<file path="config.mk">
export PLATFORM = sky130hd
export DESIGN_NAME = pc_next_unit_flat
export DESIGN_NICKNAME = d
export VERILOG_FILES = /design/src/rtl/pc_pkg.sv /design/src/rtl/pc_next_unit_if.sv /design/src/rtl/pc_ras.sv /design/src/rtl/pc_next_unit.sv /design/src/flat_wrapper.sv
export SDC_FILE = /design/constraint.sdc
export NUM_CORES = 1
export LEC_CHECK = 0
export CAP_MARGIN = 5
export CORE_AREA = 2 2 133 186
export DETAILED_ROUTE_END_ITERATION = 16
export DIE_AREA = 0 0 135 188
export PLACE_DENSITY = 0.72
export SLEW_MARGIN = 20
export SYNTH_ARGS = -nofsm -noshare
export SYNTH_HDL_FRONTEND = slang
export SYNTH_SLANG_ARGS = --single-unit
</file>
<file path="constraint.sdc">
create_clock -name clk -period 4.45 [get_ports clk]
set_input_delay 0.6675 -clock clk [delete_from_list [all_inputs] [get_ports clk]]
set_output_delay 0.6675 -clock clk [all_outputs]
set_load 0.005 [all_outputs]
</file>
<file path="src/rtl/pc_pkg.sv">
// Shared types and helpers for the program-counter unit.
package pc_pkg;

   typedef enum logic [1:0] {
      PC_SEQ,
      PC_BRANCH,
      PC_JUMP,
      PC_RET
   } pc_sel_e;

   // Pseudo-direct jump target: low bits from the instruction field, the rest
   // from pc+1. When the PC is no wider than the field, the field covers it all.
   // Operands are zero-extended to 64 bits so the helper stays width-agnostic.
   function automatic logic [63:0] jump_concat(input logic [63:0] next_pc,
                                               input logic [63:0] target,
                                               input int unsigned addr_w,
                                               input int unsigned jump_w);
      logic [63:0] tmask;
      tmask = '0;
      for (int unsigned i = 0; i < 64; i++) begin
         if (i < jump_w && i < addr_w) tmask[i] = 1'b1;
      end
      return (next_pc & ~tmask) | (target & tmask);
   endfunction

endpackage

</file>
<file path="src/rtl/pc_next_unit_if.sv">
// Control/status bundle between the control unit and the PC unit.
interface pc_next_unit_if #(
   parameter int unsigned ADDR_W    = 32,
   parameter int unsigned JUMP_W    = 26,
   parameter int unsigned RAS_DEPTH = 4
);
   localparam int unsigned CW = $clog2(RAS_DEPTH) + 1;

   logic              stall;
   logic              branch_taken;
   logic [ADDR_W-1:0] branch_off;
   logic              jump;
   logic [JUMP_W-1:0] jump_target;
   logic              link;
   logic              ret;

   logic [ADDR_W-1:0] pc;
   logic [ADDR_W-1:0] pc_plus1;
   logic [CW-1:0]     ras_count;
   logic              ras_overflow;
   logic              ras_underflow;

   modport master (
      output stall, branch_taken, branch_off, jump, jump_target, link, ret,
      input  pc, pc_plus1, ras_count, ras_overflow, ras_underflow
   );

   modport slave (
      input  stall, branch_taken, branch_off, jump, jump_target, link, ret,
      output pc, pc_plus1, ras_count, ras_overflow, ras_underflow
   );
endinterface

</file>
<file path="src/rtl/pc_ras.sv">
// Circular return-address stack; a push when full overwrites the oldest entry.
module pc_ras #(
   parameter int unsigned DEPTH = 4,
   parameter int unsigned W     = 32
) (
   input  logic                       clk,
   input  logic                       reset,
   input  logic                       push,
   input  logic                       pop,
   input  logic [W-1:0]               din,
   output logic [W-1:0]               top,
   output logic [$clog2(DEPTH):0]     count,
   output logic                       overflow
);
   localparam int unsigned PW = $clog2(DEPTH);
   localparam int unsigned CW = PW + 1;

   logic [W-1:0]  mem [DEPTH];
   logic [PW-1:0] ptr;
   logic [CW-1:0] count_q;
   logic          ovf_q;

   // ptr names the next free slot; wrapping it makes overwrite-on-full free
   assign top      = mem[ptr - PW'(1)];
   assign count    = count_q;
   assign overflow = ovf_q;

   // Pointer, occupancy and sticky overflow
   always_ff @(posedge clk) begin
      if (reset) begin
         ptr     <= '0;
         count_q <= '0;
         ovf_q   <= 1'b0;
      end else if (push) begin
         ptr <= ptr + PW'(1);
         if (count_q == CW'(DEPTH)) ovf_q   <= 1'b1;
         else                       count_q <= count_q + CW'(1);
      end else if (pop) begin
         ptr     <= ptr - PW'(1);
         count_q <= count_q - CW'(1);
      end
   end

   // Entry storage; contents need no reset since count gates validity
   always_ff @(posedge clk) begin
      if (push && !reset) mem[ptr] <= din;
   end
endmodule

</file>
<file path="src/rtl/pc_next_unit.sv">
// Program-counter unit: next-PC selection, PC register and return-address stack.
module pc_next_unit
   import pc_pkg::*;
#(
   parameter int unsigned       ADDR_W    = 32,
   parameter int unsigned       JUMP_W    = 26,
   parameter int unsigned       RAS_DEPTH = 4,
   parameter logic [ADDR_W-1:0] RESET_PC  = '0
) (
   input logic            clk,
   input logic            reset,
   pc_next_unit_if.slave  bus
);
   localparam int unsigned CW = $clog2(RAS_DEPTH) + 1;

   logic [ADDR_W-1:0] pc_q;
   logic [ADDR_W-1:0] pc_d;
   logic [ADDR_W-1:0] pc_plus1;
   logic [ADDR_W-1:0] jump_pc;
   logic [ADDR_W-1:0] ras_top;
   logic [CW-1:0]     ras_count;
   logic              ras_ovf;
   logic              push;
   logic              pop;
   logic              unf_d;
   logic              unf_q;
   pc_sel_e           sel;

   assign pc_plus1 = pc_q + ADDR_W'(1);
   assign jump_pc  = ADDR_W'(jump_concat(64'(pc_plus1), 64'(bus.jump_target),
                                         ADDR_W, JUMP_W));

   pc_ras #(.DEPTH(RAS_DEPTH), .W(ADDR_W)) u_ras (
      .clk      (clk),
      .reset    (reset),
      .push     (push),
      .pop      (pop),
      .din      (pc_plus1),
      .top      (ras_top),
      .count    (ras_count),
      .overflow (ras_ovf)
   );

   // Priority encode requests (stall > ret > jump > branch > sequential)
   always_comb begin
      sel   = PC_SEQ;
      push  = 1'b0;
      pop   = 1'b0;
      unf_d = 1'b0;
      if (!bus.stall) begin
         if (bus.ret) begin
            if (ras_count != '0) begin
               sel = PC_RET;
               pop = 1'b1;
            end else begin
               unf_d = 1'b1;
            end
         end else if (bus.jump) begin
            sel  = PC_JUMP;
            push = bus.link;
         end else if (bus.branch_taken) begin
            sel = PC_BRANCH;
         end
      end
   end

   // Next-PC mux
   always_comb begin
      pc_d = pc_plus1;
      case (sel)
         PC_SEQ:    pc_d = pc_plus1;
         PC_BRANCH: pc_d = pc_plus1 + bus.branch_off;
         PC_JUMP:   pc_d = jump_pc;
         PC_RET:    pc_d = ras_top;
         default:   pc_d = pc_plus1;
      endcase
   end

   // PC register and underflow pulse; stall freezes the PC and suppresses the pulse
   always_ff @(posedge clk) begin
      if (reset) begin
         pc_q  <= RESET_PC;
         unf_q <= 1'b0;
      end else begin
         if (!bus.stall) pc_q <= pc_d;
         unf_q <= unf_d;
      end
   end

   assign bus.pc            = pc_q;
   assign bus.pc_plus1      = pc_plus1;
   assign bus.ras_count     = ras_count;
   assign bus.ras_overflow  = ras_ovf;
   assign bus.ras_underflow = unf_q;
endmodule

</file>
<file path="src/flat_wrapper.sv">
// flat-port wrapper written by rule: the top's interface ports become plain ports
module pc_next_unit_flat import pc_pkg::*;
#(
   parameter int unsigned       ADDR_W    = 32,
   parameter int unsigned       JUMP_W    = 26,
   parameter int unsigned       RAS_DEPTH = 4,
   parameter logic [ADDR_W-1:0] RESET_PC  = '0
)
  (clk, reset, bus_stall, bus_branch_taken, bus_branch_off, bus_jump, bus_jump_target, bus_link, bus_ret, bus_pc, bus_pc_plus1, bus_ras_count, bus_ras_overflow, bus_ras_underflow);
  pc_next_unit_if #(.ADDR_W(ADDR_W), .JUMP_W(JUMP_W), .RAS_DEPTH(RAS_DEPTH)) bus_i ();
  input logic clk;
  input logic reset;
  input wire logic [$bits(bus_i.stall)-1:0] bus_stall;
  input wire logic [$bits(bus_i.branch_taken)-1:0] bus_branch_taken;
  input wire logic [$bits(bus_i.branch_off)-1:0] bus_branch_off;
  input wire logic [$bits(bus_i.jump)-1:0] bus_jump;
  input wire logic [$bits(bus_i.jump_target)-1:0] bus_jump_target;
  input wire logic [$bits(bus_i.link)-1:0] bus_link;
  input wire logic [$bits(bus_i.ret)-1:0] bus_ret;
  output wire logic [$bits(bus_i.pc)-1:0] bus_pc;
  output wire logic [$bits(bus_i.pc_plus1)-1:0] bus_pc_plus1;
  output wire logic [$bits(bus_i.ras_count)-1:0] bus_ras_count;
  output wire logic [$bits(bus_i.ras_overflow)-1:0] bus_ras_overflow;
  output wire logic [$bits(bus_i.ras_underflow)-1:0] bus_ras_underflow;
  assign bus_i.stall = bus_stall;
  assign bus_i.branch_taken = bus_branch_taken;
  assign bus_i.branch_off = bus_branch_off;
  assign bus_i.jump = bus_jump;
  assign bus_i.jump_target = bus_jump_target;
  assign bus_i.link = bus_link;
  assign bus_i.ret = bus_ret;
  assign bus_pc = bus_i.pc;
  assign bus_pc_plus1 = bus_i.pc_plus1;
  assign bus_ras_count = bus_i.ras_count;
  assign bus_ras_overflow = bus_i.ras_overflow;
  assign bus_ras_underflow = bus_i.ras_underflow;
  pc_next_unit #(.ADDR_W(ADDR_W), .JUMP_W(JUMP_W), .RAS_DEPTH(RAS_DEPTH), .RESET_PC(RESET_PC)) u_core (.clk(clk), .reset(reset), .bus(bus_i));
endmodule
</file>
* Word level (Yosys, flattened, before mapping)
Memories as Yosys holds them, arrays and structs flattened.
Cells that the tools add are included.
** Storage, ports and cells
- Logic and storage cells :: 47
- Bits in writable memories :: 128
- Memories :: 1
- Register bits after elaboration :: 39
- Output and inout bits :: 69
** Operators by class
- Reductions and logical operators :: 8
- Multiplexer cells :: 20
- Bitwise logic cells :: 2
- Equal/unequal tests :: 5
- $add $sub $neg :: 6
** Memories
- u_core.u_ras.mem :: depth 4, width 32, read ports 1, clocked after Yosys merged registers in 0, wr ports 1, RTL line pc_ras.sv:18 : logic [W-1:0] mem [DEPTH];
** Operators with widths (count)
- $pmux 32 s4 :: 1
- $add 32x1->32 const B :: 1
- $add 32x32->32 :: 1
- $or 32x26->32 :: 1
- $mux 2 :: 6
- $mux 1 :: 10
- $mux 3 :: 3
- $eq 2x2->1 const B :: 2
- $reduce_and 2->1 :: 2
- $add 3x1->3 const B :: 1
- $eq 3x3->1 const B :: 1
- $reduce_bool 3->1 :: 1
- $reduce_or 3->1 :: 1
- $sub 3x1->3 const B :: 1
- $add 2x1->2 const B :: 1
- $eq 2x1->1 const B :: 1
- $logic_not 2->1 :: 1
- $ne 2x2->1 const B :: 1
- $reduce_bool 2->1 :: 1
- $sub 2x1->2 const B :: 1
- $logic_and 1x1->1 :: 1
- $logic_not 1->1 :: 1
- $not 1->1 :: 1

* Longest topological paths before layout
- Depth in word-level cells :: 6
- Mapped depth :: 19

* Cells and area by module
Synthesis repeated with hierarchy kept, for this count alone.
** Second synthesis, totals
- Cells, all modules :: 811
- Area, all modules :: 9320.2 um^2
** By module, submodules not included
- pc_ras :: area each 4997.3 um^2, times used 1, cells each 208
- pc_next_unit :: area each 4322.9 um^2, times used 1, cells each 603

* Worst setup path before layout
No wires, ideal clock.
- Path type :: register to register
- From :: register u_core.pc_q[2] (netlist: u_core.bus.pc[2])
- To :: register u_core.pc_q[30] (netlist: u_core.bus.pc[30])
- Data required time :: 4327 ps
- Arrival time :: 3702 ps
- Library setup time :: 123 ps
- Buffers on the path :: 1
- Clock period less this slack :: 3824 ps
- Path slack :: 626 ps
- Cell stages (with the launch flop) :: 18
- Cells stage by stage :: dfxtp_1 > nand3_2 > or4b_1 > buf_2 > nor3_4 > and2b_2 > nand2_1 > xnor2_1 > ha_1 > a21oi_1 > inv_1 > a31oi_1 > o21ai_0 > nand3_1 > nand2_1 > or3_1 > a31oi_1 > o21ai_0
** On the way
- Word-level cells in the longest chain between the ends :: 3
** Ends and longest elaborated chain
- start, declared :: RTL line pc_next_unit.sv:16 : logic [ADDR_W-1:0] pc_q;
- start signal, assigned :: RTL line pc_next_unit.sv:85 : if (!bus.stall) pc_q <= pc_d;
- $add 32x1->32 :: RTL line pc_next_unit.sv:29 : assign pc_plus1 = pc_q + ADDR_W'(1);
- named net bus_pc_plus1[25] :: RTL line flat_wrapper.sv:21 : output wire logic [$bits(bus_i.pc_plus1)-1:0] bus_pc_plus1;
- $add 32x32->32 :: RTL line pc_next_unit.sv:72 : PC_BRANCH: pc_d = pc_plus1 + bus.branch_off;
- $pmux 32 s4 :: RTL line pc_next_unit.sv:70 : case (sel)
The timed path passes the listed nets, and every way through them passes these cells.
A chain may end at the register's enable or synchronous reset.

* Final worst setup path
- From :: register u_core.pc_q[3] (netlist: u_core.bus.pc[3])
- To :: register u_core.pc_q[28] (netlist: u_core.bus.pc[28])
** On the way
- Word-level cells in the longest chain between the ends :: 3
** Ends and longest elaborated chain (RTL line)
- $add 32x1->32 * :: pc_next_unit.sv:29
- $add 32x32->32 / $or 32x26->32 (equally long branches) :: pc_next_unit.sv:72, pc_pkg.sv:23
- $pmux 32 s4 * :: pc_next_unit.sv:70
Mark *: on every way between the ends. The rest lies on a longest branch, timed or not.

==> impl_metrics.env <==
export IMPL_synth_top_area_share_pct=41.2
export IMPL_ctsHoldBuffers=0
export IMPL_synth_xor_xnor_area_share_pct=5.32
export IMPL_ctsHtreeMaxLevel=4
export IMPL_synth_adder_area_share_pct=6.33
export IMPL_cap_violations=0
export IMPL_hold_violations=0
export IMPL_grt_pass1_wl_um=45200
export IMPL_final_core_util_pct=49.8
export IMPL_dr_first_iter_drc_count=798
export IMPL_rsz0062_at_grt="no"
export IMPL_placed_area_mm2=0.0112
export IMPL_fp_coreArea_mm2=0.0238
export IMPL_avgSynthCellArea_um2=11.2
export IMPL_synth_simple_area_share_pct=12.5
export IMPL_viasPerCell=5.90
export IMPL_synth_edf_count=128
export IMPL_drive_gt1_share_pct=12.8
export IMPL_vdd_drop_max_mv=0.287
export IMPL_yosys_area_top_type="edfxtp_1"
export IMPL_drc=0
export IMPL_cts_made_buffers=17
export IMPL_start_kind="register"
export IMPL_area_growth_pct=27.1
export IMPL_cts_sinks=167
export IMPL_tightest_slew_ps=880
export IMPL_finalSetupViolCount=0
export IMPL_final_cells=1309
export IMPL_powerDensity_mw_per_mm2=384
export IMPL_drtAntennaViolNets=0
export IMPL_fin_crit_sh_pct=95.3
export IMPL_synth_area_leaders="edfxtp_1, dfxtp_1, mux4_2"
export IMPL_cts_tree="done"
export IMPL_wire_per_inst_um=22.9
export IMPL_io_pins=134
export IMPL_clk_pin_slew_ps=70
export IMPL_rows=67
export IMPL_hold_slack_ps=506
export IMPL_cts_buffer_depth=2
export IMPL_antenna_found_initial=0
export IMPL_postCtsSetupRepairBufs=0
export IMPL_netlist_area_mm2=0.00933
export IMPL_yosys_cell_types_count=72
export IMPL_end_kind="register"
export IMPL_first_global_vias=7716
export IMPL_nets=1096
export IMPL_yosys_warnings=0
export IMPL_synth_seq_cells=167
export IMPL_final_area_mm2=0.0119
export IMPL_initial_core_util_pct=39.2
export IMPL_drt_wl_total_um=30000
export IMPL_yosysSeqAreaShare_pct=49.6
export IMPL_hold_path_class="reg -> reg"
export IMPL_clock_fmax_mhz=236
export IMPL_dpl_hpwl_um=21100
export IMPL_clkLatencyLatePin_ps=450
export IMPL_gp_congestion=0.954
export IMPL_ys_async_sr_fraction_pct=0
export IMPL_cp_max_fo=8
export IMPL_skew_ps=13.9
export IMPL_die_area_mm2=0.0254
export IMPL_first_pass_iters=7
export IMPL_synth_top_family_by_area="compound AO/OA/AOI/OAI gates"
export IMPL_die_x_um=135
export IMPL_worstPathArrival_ps=4570
export IMPL_critPathKind="reg -> reg"
export IMPL_status="finished clean"
export IMPL_io_buffers=133
export IMPL_synth_flop_cell="edfxtp_1"
export IMPL_track_usage_pct=24.0
export IMPL_synthesis_nets=943
export IMPL_tns_ps=0
export IMPL_slew_violations=0
export IMPL_leakage_nw=4.30
export IMPL_cts_resized=0
export IMPL_maxSlewHeadroom_pct=41.3
export IMPL_syn_instance_count=832
export IMPL_grt_max_degree=36
export IMPL_period_needed_ps=4240
export IMPL_synth_compound_area_share_pct=15.6
export IMPL_synthMuxAreaShare_pct=8.15
export IMPL_gr_total_overflow=0
export IMPL_num_vias=7719
export IMPL_critical_path_required_ps=4790
export IMPL_dp_cells=1276
export IMPL_die_y_um=188
export IMPL_root_buffer="clkbuf_16"
## cell families (layout without fill, tap and decap cells)
family | count (synthesis) | count (layout)
buffers and inverters | 61 | 227
muxes | 36 | 36
adders and majority gates | 46 | 46
and+or+nand+nor | 240 | 240
DFF | 167 | 167
other | 0 | 1
xor gates and xnor gates | 55 | 55
AOI/OAI and AO/OA | 227 | 227
## Yosys cell counts, types with 3 or more instances
cell        n
o21bai_1    4
clkbuf_1   35
a22oi_1     3
a32oi_1     3
a21oi_1    65
nor2b_1     4
o221a_2     5
or3_1       4
nor2_1     65
a21o_1     14
a211oi_1    7
xnor2_1    34
a41oi_1     3
nor3_1     12
edfxtp_1  128
o211ai_1   12
buf_2       3
mux4_2     32
a221oi_1    8
o21ai_0    54
nand2b_1    7
nand2_1    68
nand3_1    29
o21ai_1     7
dfxtp_1    39
mux2i_1     4
buf_1       3
nand4_1    14
o22ai_1     3
a31oi_1     8
and2_1      6
inv_1      20
xor2_1     19
ha_1       44
and3_1     13
o21a_1      4
## per-stage QoR
stage | setup slack, ps | power, W
after floorplan | 626 | 0.00247
after detailed placement | 286 | 0.00296
after CTS | 90.4 | 0.00456
after global placement | 307 | 0.00295
after global routing | 3.44 | 0.00471
final | 211 | 0.00455
## where the power goes
part	switching, W	leakage [nW]	internal, W
clock	0.000699	0.304	0.000910
combinational	0.000612	2.50	0.000519
sequential	0.0000714	1.50	0.00174
total	0.00138	4.30	0.00317
## path summary, 6_finish.rpt
check	startpoint	endpoint	slack, ps	depth (start not counted)
setup reg to reg	u_core.bus.pc[3]	u_core.bus.pc[28]	210	14
hold reg to reg	u_core.u_ras.overflow	u_core.u_ras.overflow	510	2
hold / removal	u_core.u_ras.overflow	u_core.u_ras.overflow	510	2
setup / recovery	u_core.bus.pc[3]	u_core.bus.pc[28]	210	14
## flip-flops by register name (all words and copies together), names as in the netlist
signal	cells
u_core.u_ras.mem	128
u_core.bus.pc	32
u_core.u_ras.count	3
u_core.u_ras.overflow	1
u_core.bus.ras_underflow	1
u_core.u_ras.ptr	2
## worst max-delay path: stages, from the launching register on
cell	delay (ps)
dfxtp_1	470
nand3_1	170
or4b_1	710
nor3_4	320
xnor2_1	370
ha_1	410
a21oi_1	260
o21ai_0	170
nand2b_1	100
o21ai_0	80
a21oi_1	290
nor2_1	80
a211oi_1	260
xnor2_1	120
a221o_1	320
## layer usage
| metal | routed length [um] | global-route usage [%] | up-vias |
|---|---|---|---|
| met5 | 0 | 0 | - |
| met4 | 1100 | 10.0 | 0 |
| met3 | 2120 | 4.41 | 75 |
| met2 | 15100 | 41.5 | 363 |
| met1 | 11600 | 29.2 | 3787 |
| li1 | - | - | 3494 |
## placed cells by master (no fill, tap or decap), types with 19 or more instances in the layout
cell type | Yosys | final
xor2_1 | 19 | 19
a21oi_1 | 65 | 65
nor2_1 | 65 | 64
buf_4 | 0 | 42
inv_1 | 20 | 20
xnor2_1 | 34 | 33
nand3_1 | 29 | 29
ha_1 | 44 | 44
dfxtp_1 | 39 | 38
o21ai_0 | 54 | 54
edfxtp_1 | 128 | 128
clkdlybuf4s50_1 | 0 | 132
mux4_2 | 32 | 32
nand2_1 | 68 | 68
## final cells by class
cell class	count	area [um2]
clock inverter	15	208
sequential	167	4630
fill	2171	11900
tap	310	388
clock buffer	17	425
timing repair buffer	175	1640
multi-input combinational	604	4500
inverter	20	75.1
antenna	1	2.50
(Power assumes the default switching activity.)
